## config.mk

```make
export PLATFORM = sky130hd
export DESIGN_NAME = key_debounce_multi
export DESIGN_NICKNAME = d
export VERILOG_FILES = /design/src/rtl/key_debounce_multi.sv
export SDC_FILE = /design/constraint.sdc
export NUM_CORES = 1
export LEC_CHECK = 0
export ABC_CLOCK_PERIOD_IN_PS = 2700
export BUFFER_PORTS_ARGS = -buffer_cell sky130_fd_sc_hd__buf_2
export CORE_ASPECT_RATIO = 1.2
export CORE_MARGIN = 3
export CORE_UTILIZATION = 60
export DETAILED_ROUTE_END_ITERATION = 8
export GPL_ROUTABILITY_DRIVEN = 0
export PLACE_DENSITY = 0.86
export SLEW_MARGIN = 15
export SYNTH_ARGS = -nofsm -noshare
export SYNTH_HDL_FRONTEND = slang
export SYNTH_SLANG_ARGS = --single-unit
```

## constraint.sdc

```tcl
create_clock -name clk -period 2.7 [get_ports clk]
set_clock_uncertainty 0.15 [all_clocks]
set_input_delay 0.54 -clock clk [delete_from_list [all_inputs] [get_ports clk]]
set_output_delay 0.54 -clock clk [all_outputs]
set_load 0.01 [all_outputs]
```

## src/rtl/key_debounce_multi.sv

```systemverilog
// Multi-channel key conditioner: 2-flop sync, shared sample tick, per-channel
// stability filter, press/release pulses and optional auto-repeat.
module key_debounce_multi #(
  parameter int unsigned CHANNELS     = 4,
  parameter int unsigned TICK_DIV     = 16,
  parameter int unsigned STABLE_TICKS = 4,
  parameter int unsigned REPEAT_DELAY = 32,
  parameter int unsigned REPEAT_RATE  = 8,
  parameter int unsigned ACTIVE_LOW   = 1
) (
  input  logic                clk,
  input  logic                rst_n,
  input  logic [CHANNELS-1:0] key_raw_i,
  input  logic [CHANNELS-1:0] repeat_en_i,
  output logic [CHANNELS-1:0] key_level_o,
  output logic [CHANNELS-1:0] key_press_o,
  output logic [CHANNELS-1:0] key_release_o,
  output logic [CHANNELS-1:0] key_repeat_o,
  output logic                tick_o
);

  localparam int unsigned PW   = (TICK_DIV > 1) ? $clog2(TICK_DIV) : 1;
  localparam int unsigned SW   = (STABLE_TICKS > 1) ? $clog2(STABLE_TICKS) : 1;
  localparam int unsigned RMax = (REPEAT_DELAY > REPEAT_RATE) ? REPEAT_DELAY : REPEAT_RATE;
  localparam int unsigned RW   = (RMax > 1) ? $clog2(RMax) : 1;
  localparam logic [CHANNELS-1:0] Released = (ACTIVE_LOW != 0) ? '1 : '0;

  typedef enum logic [1:0] {StIdle, StDelay, StRepeat} rep_state_e;

  logic [CHANNELS-1:0]         sync1_q, sync2_q, pressed_s;
  logic [PW-1:0]               presc_q, presc_d;
  logic                        tick;
  logic [CHANNELS-1:0]         level_q, level_d, rise, fall, rep;
  logic [CHANNELS-1:0][SW-1:0] cnt_q, cnt_d;
  logic [CHANNELS-1:0][RW-1:0] rcnt_q, rcnt_d;
  rep_state_e                  st_q [CHANNELS];
  rep_state_e                  st_d [CHANNELS];
  logic [CHANNELS-1:0]         press_q, release_q, repeat_q;

  assign pressed_s = sync2_q ^ Released;
  assign tick      = (presc_q == PW'(TICK_DIV - 1));
  assign presc_d   = tick ? '0 : presc_q + PW'(1);

  // Filter: a level change needs STABLE_TICKS consecutive disagreeing ticks.
  always_comb begin
    level_d = level_q;
    cnt_d   = cnt_q;
    rise    = '0;
    fall    = '0;
    for (int i = 0; i < CHANNELS; i++) begin
      if (tick) begin
        if (pressed_s[i] != level_q[i]) begin
          if (cnt_q[i] == SW'(STABLE_TICKS - 1)) begin
            level_d[i] = ~level_q[i];
            cnt_d[i]   = '0;
            rise[i]    = ~level_q[i];
            fall[i]    = level_q[i];
          end else begin
            cnt_d[i] = cnt_q[i] + SW'(1);
          end
        end else begin
          cnt_d[i] = '0;
        end
      end
    end
  end

  // Release and disable take priority, so a releasing tick never repeats.
  always_comb begin
    st_d   = st_q;
    rcnt_d = rcnt_q;
    rep    = '0;
    for (int i = 0; i < CHANNELS; i++) begin
      if (fall[i] || !repeat_en_i[i]) begin
        st_d[i]   = StIdle;
        rcnt_d[i] = '0;
      end else begin
        case (st_q[i])
          StIdle: begin
            if (rise[i]) begin
              st_d[i]   = StDelay;
              rcnt_d[i] = '0;
            end
          end
          StDelay: begin
            if (tick) begin
              if (rcnt_q[i] == RW'(REPEAT_DELAY - 1)) begin
                rep[i]    = 1'b1;
                rcnt_d[i] = '0;
                st_d[i]   = StRepeat;
              end else begin
                rcnt_d[i] = rcnt_q[i] + RW'(1);
              end
            end
          end
          StRepeat: begin
            if (tick) begin
              if (rcnt_q[i] == RW'(REPEAT_RATE - 1)) begin
                rep[i]    = 1'b1;
                rcnt_d[i] = '0;
              end else begin
                rcnt_d[i] = rcnt_q[i] + RW'(1);
              end
            end
          end
          default: st_d[i] = StIdle;
        endcase
      end
    end
  end

  always_ff @(posedge clk or negedge rst_n) begin
    if (!rst_n) begin
      sync1_q   <= Released;
      sync2_q   <= Released;
      presc_q   <= '0;
      level_q   <= '0;
      cnt_q     <= '0;
      rcnt_q    <= '0;
      press_q   <= '0;
      release_q <= '0;
      repeat_q  <= '0;
      for (int i = 0; i < CHANNELS; i++) begin
        st_q[i] <= StIdle;
      end
    end else begin
      sync1_q   <= key_raw_i;
      sync2_q   <= sync1_q;
      presc_q   <= presc_d;
      level_q   <= level_d;
      cnt_q     <= cnt_d;
      rcnt_q    <= rcnt_d;
      press_q   <= rise;
      release_q <= fall;
      repeat_q  <= rep;
      st_q      <= st_d;
    end
  end

  assign key_level_o   = level_q;
  assign key_press_o   = press_q;
  assign key_release_o = release_q;
  assign key_repeat_o  = repeat_q;
  assign tick_o        = tick;

endmodule

```

==> results.py <==
metrics = {
    "outcome": {
        "outcome": "finished clean",
    },
    "yosys": {
        "ys_ff_latch": 64,
        "synth_xor_area_frac": 0.0155,
        "ys_seq_area_frac": 0.475,
        "synth_compound_area_frac": 0.165,
        "synth_cells": 343,
        "synth-main-ff-cell": "dfrtp_1",
        "ys_async_sr_fraction": 1.00,
        "synth_top_family_by_area": "simple AND/OR/NAND/NOR gates",
        "synthSimpleGateAreaFrac": 0.192,
        "ys_types": 52,
        "muxShareOfSynthArea": 0.0181,
        "syn-cell-area_mm2": 0.00339,
        "syn_area_per_cell_um2": 9.89,
        "synth_nets": 382,
        "yosysWarnings": 0,
        "synth_edf_count": 0,
        "post_synth_fa_ha_maj_area_fraction": 0.107,
    },
    "floorplanning": {
        "dieHeight_um": 88.4,
        "core-area_mm2": 0.00537,
        "start_util": 0.632,
        "die_w_um": 74.6,
        "dieArea_mm2": 0.00660,
        "rows": 29,
        "ios": 27,
    },
    "timing": {
        "clock.fmax_mhz": 399,
        "post-route-period-util": 0.928,
        "finalMaxSlewViolations": 0,
        "rsz0062_at_grt": "false",
        "slew_headroom": 0.604,
        "setup_viol": 0,
        "worst_slack_ps": 195,
        "hold_violations": 0,
        "fin_tns_setup_ps": 0,
        "worst_pin_slew_ps": 590,
        "min_period_ps": 2510,
    },
    "setup_path": {
        "cp-start-kind": "flip-flop",
        "critPathMaxStageDelay_ps": 390,
        "path_max_fanout": 16,
        "r2r-start": "presc_q[1]",
        "crit_chain": "ha_1 > nand3_2 > buf_4 > a21oi_1 > o21ai_1 > nand2_1 > mux2_1",
        "cp-end-kind": "flip-flop",
        "required_ps": 2770,
        "worstSetupPathType": "flip-flop to flip-flop",
        "cp.arrival_ps": 2570,
        "worstSetupStartpoint": "presc_q[1]",
        "worst_path_max_delay_cell": "dfrtp_1",
    },
    "layout": {
        "n_antenna_cell": 0,
        "final_common_cell": "dfrtp_1",
        "final_core_utilization": 0.701,
        "drive_gt1_frac": 0.144,
        "top_regs": "rcnt_q x20, cnt_q x8, st_q x8",
        "syn_to_final_growth_pct": 10.9,
        "layout.nets": 416,
        "final_cells": 443,
        "largest_register_ff_count": 20,
        "regMostFlops": "rcnt_q",
        "final_cell_mix": "dfrtp_1 (56), nand2_1 (40), nor2_1 (29), ha_1 (29), buf_2 (26)",
    },
    "clocking": {
        "path_clk_slew_ps": 70,
        "cts_buffers": 9,
        "cts_resized": 0,
        "clock_insertion_delay_worst_skew_ps": 340,
        "post_cts_buffers": 0,
        "clock_sinks": 64,
        "htreeDepth": 3,
        "cts_buffer_depth": 2,
        "ctsHoldBuffers": 0,
        "cts_tree": "done",
        "root_buffer": "clkbuf_8",
    },
    "global_routing": {
        "antenna_found_initial": 0,
        "grt_max_degree": 39,
        "grt_first_pass_wirelength_um": 10800,
        "first_global_vias": 2515,
        "grt_usage": 0.212,
        "grt_overflow": 0,
    },
    "route": {
        "drt-total-wl_um": 6300,
        "drt_drc_violations_left": 0,
        "wl_per_cell_um": 14.2,
        "drtIter0Drc": 140,
        "ant_nets": 0,
        "dr.pass1.iters": 4,
        "vias": 2614,
        "via_per_inst": 5.90,
    },
    "place": {
        "io_buffers": 26,
        "post-place-ws_ps": 214,
        "dpl.cell_count": 428,
        "place_hpwl_um": 4540,
    },
    "run": {
        "maxCapViolations": 0,
    },
    "power": {
        "irDropWorstVdd_mv": 0.381,
        "p_leak_nw": 1.81,
        "total_power_mw": 2.02,
        "power_density_mw_per_mm2": 536,
    },
    "hold_path": {
        "hp-class": "input port to async pin",
    },
}
cell families (layout without fill, tap and decap cells):
logic type,count (synthesis),count (layout)
simple gates,129,129
fa+ha+maj,29,29
compound gates,85,85
buf+inv,24,62
flops,64,64
xor+xnor,6,6
mux,6,6
worst paths after layout:
path,endpoint,slack [ps],cells past startpoint
hold / removal,st_q[2],60,1
setup reg to reg,rcnt_q[9],190,7
max in group asynchronous,sync1_q[3],1690,2
hold reg to reg,sync2_q[2],200,0
setup / recovery,rcnt_q[9],190,7
min in group clk,sync1_q[3],150,1
routing by layer:
metal  track usage  up-vias  wire [um]
li1              -     1299          -
met1         0.260     1258       2770
met4        0.0971        0        136
met2         0.356       44       3190
met5             0        -          0
met3        0.0466       13        206
report_power, final:
part           switching (mW)  internal [mW]  leakage (nW)
sequential             0.0291          0.995         0.851
clock                   0.334          0.353        0.0805
combinational           0.187          0.116         0.876
Yosys cell counts, types with 2 or more instances:
| cell | count | share of area |
|---|---|---|
| mux2i_1 | 5 | 0.015 |
| nand2b_1 | 3 | 0.0055 |
| nor2b_1 | 5 | 0.0092 |
| ha_1 | 29 | 0.11 |
| nor3_1 | 11 | 0.016 |
| o21bai_1 | 3 | 0.0066 |
| dfstp_2 | 8 | 0.062 |
| o21a_1 | 2 | 0.0044 |
| nor2_1 | 29 | 0.032 |
| o31a_1 | 4 | 0.010 |
| a22o_1 | 8 | 0.021 |
| nand4_1 | 3 | 0.0055 |
| nand3_1 | 10 | 0.015 |
| o31ai_1 | 7 | 0.015 |
| nand4b_1 | 2 | 0.0052 |
| or4_1 | 2 | 0.0044 |
| o21ai_0 | 24 | 0.035 |
| and3_1 | 4 | 0.0074 |
| inv_1 | 18 | 0.020 |
| a21o_1 | 3 | 0.0066 |
| nor4_1 | 5 | 0.0092 |
| nand2_1 | 40 | 0.044 |
| or2_1 | 2 | 0.0037 |
| xnor2_1 | 2 | 0.0052 |
| dfrtp_1 | 56 | 0.41 |
| or4b_1 | 4 | 0.012 |
| o211ai_1 | 6 | 0.013 |
| buf_2 | 3 | 0.0044 |
| a21oi_1 | 15 | 0.022 |
| xor2_1 | 4 | 0.010 |
| o21ai_1 | 5 | 0.0074 |
cell type report:
class / instances / area (um2)
clock buffers: 14 / 153
multi-input cells: 255 / 1690
fillers: 407 / 1610
clock inverters: 1 / 5.00
well taps: 62 / 77.6
repair buffers: 28 / 158
inverters: 19 / 71.3
flip-flops and latches: 64 / 1610
critical path, delay by kind of cell (launching register included):
| kind | cells | cell delay (ps) |
|---|---|---|
| flops | 1 | 390 |
| fa+ha+maj | 1 | 350 |
| mux | 1 | 350 |
| buf+inv | 1 | 290 |
| compound gates | 2 | 310 |
| simple gates | 2 | 550 |
per-stage QoR:
stage | hold WS (ps) | cell area (um2)
6_report | 56.5 | 3760
5_1_grt | 91.6 | 3760
4_1_cts | 67.1 | 3760
3_5_place_dp | 197 | 3600
3_3_place_gp | 195 | 3600
2_1_floorplan | 94.4 | 3390
No activity file was read; power rests on OpenSTA's default activity.
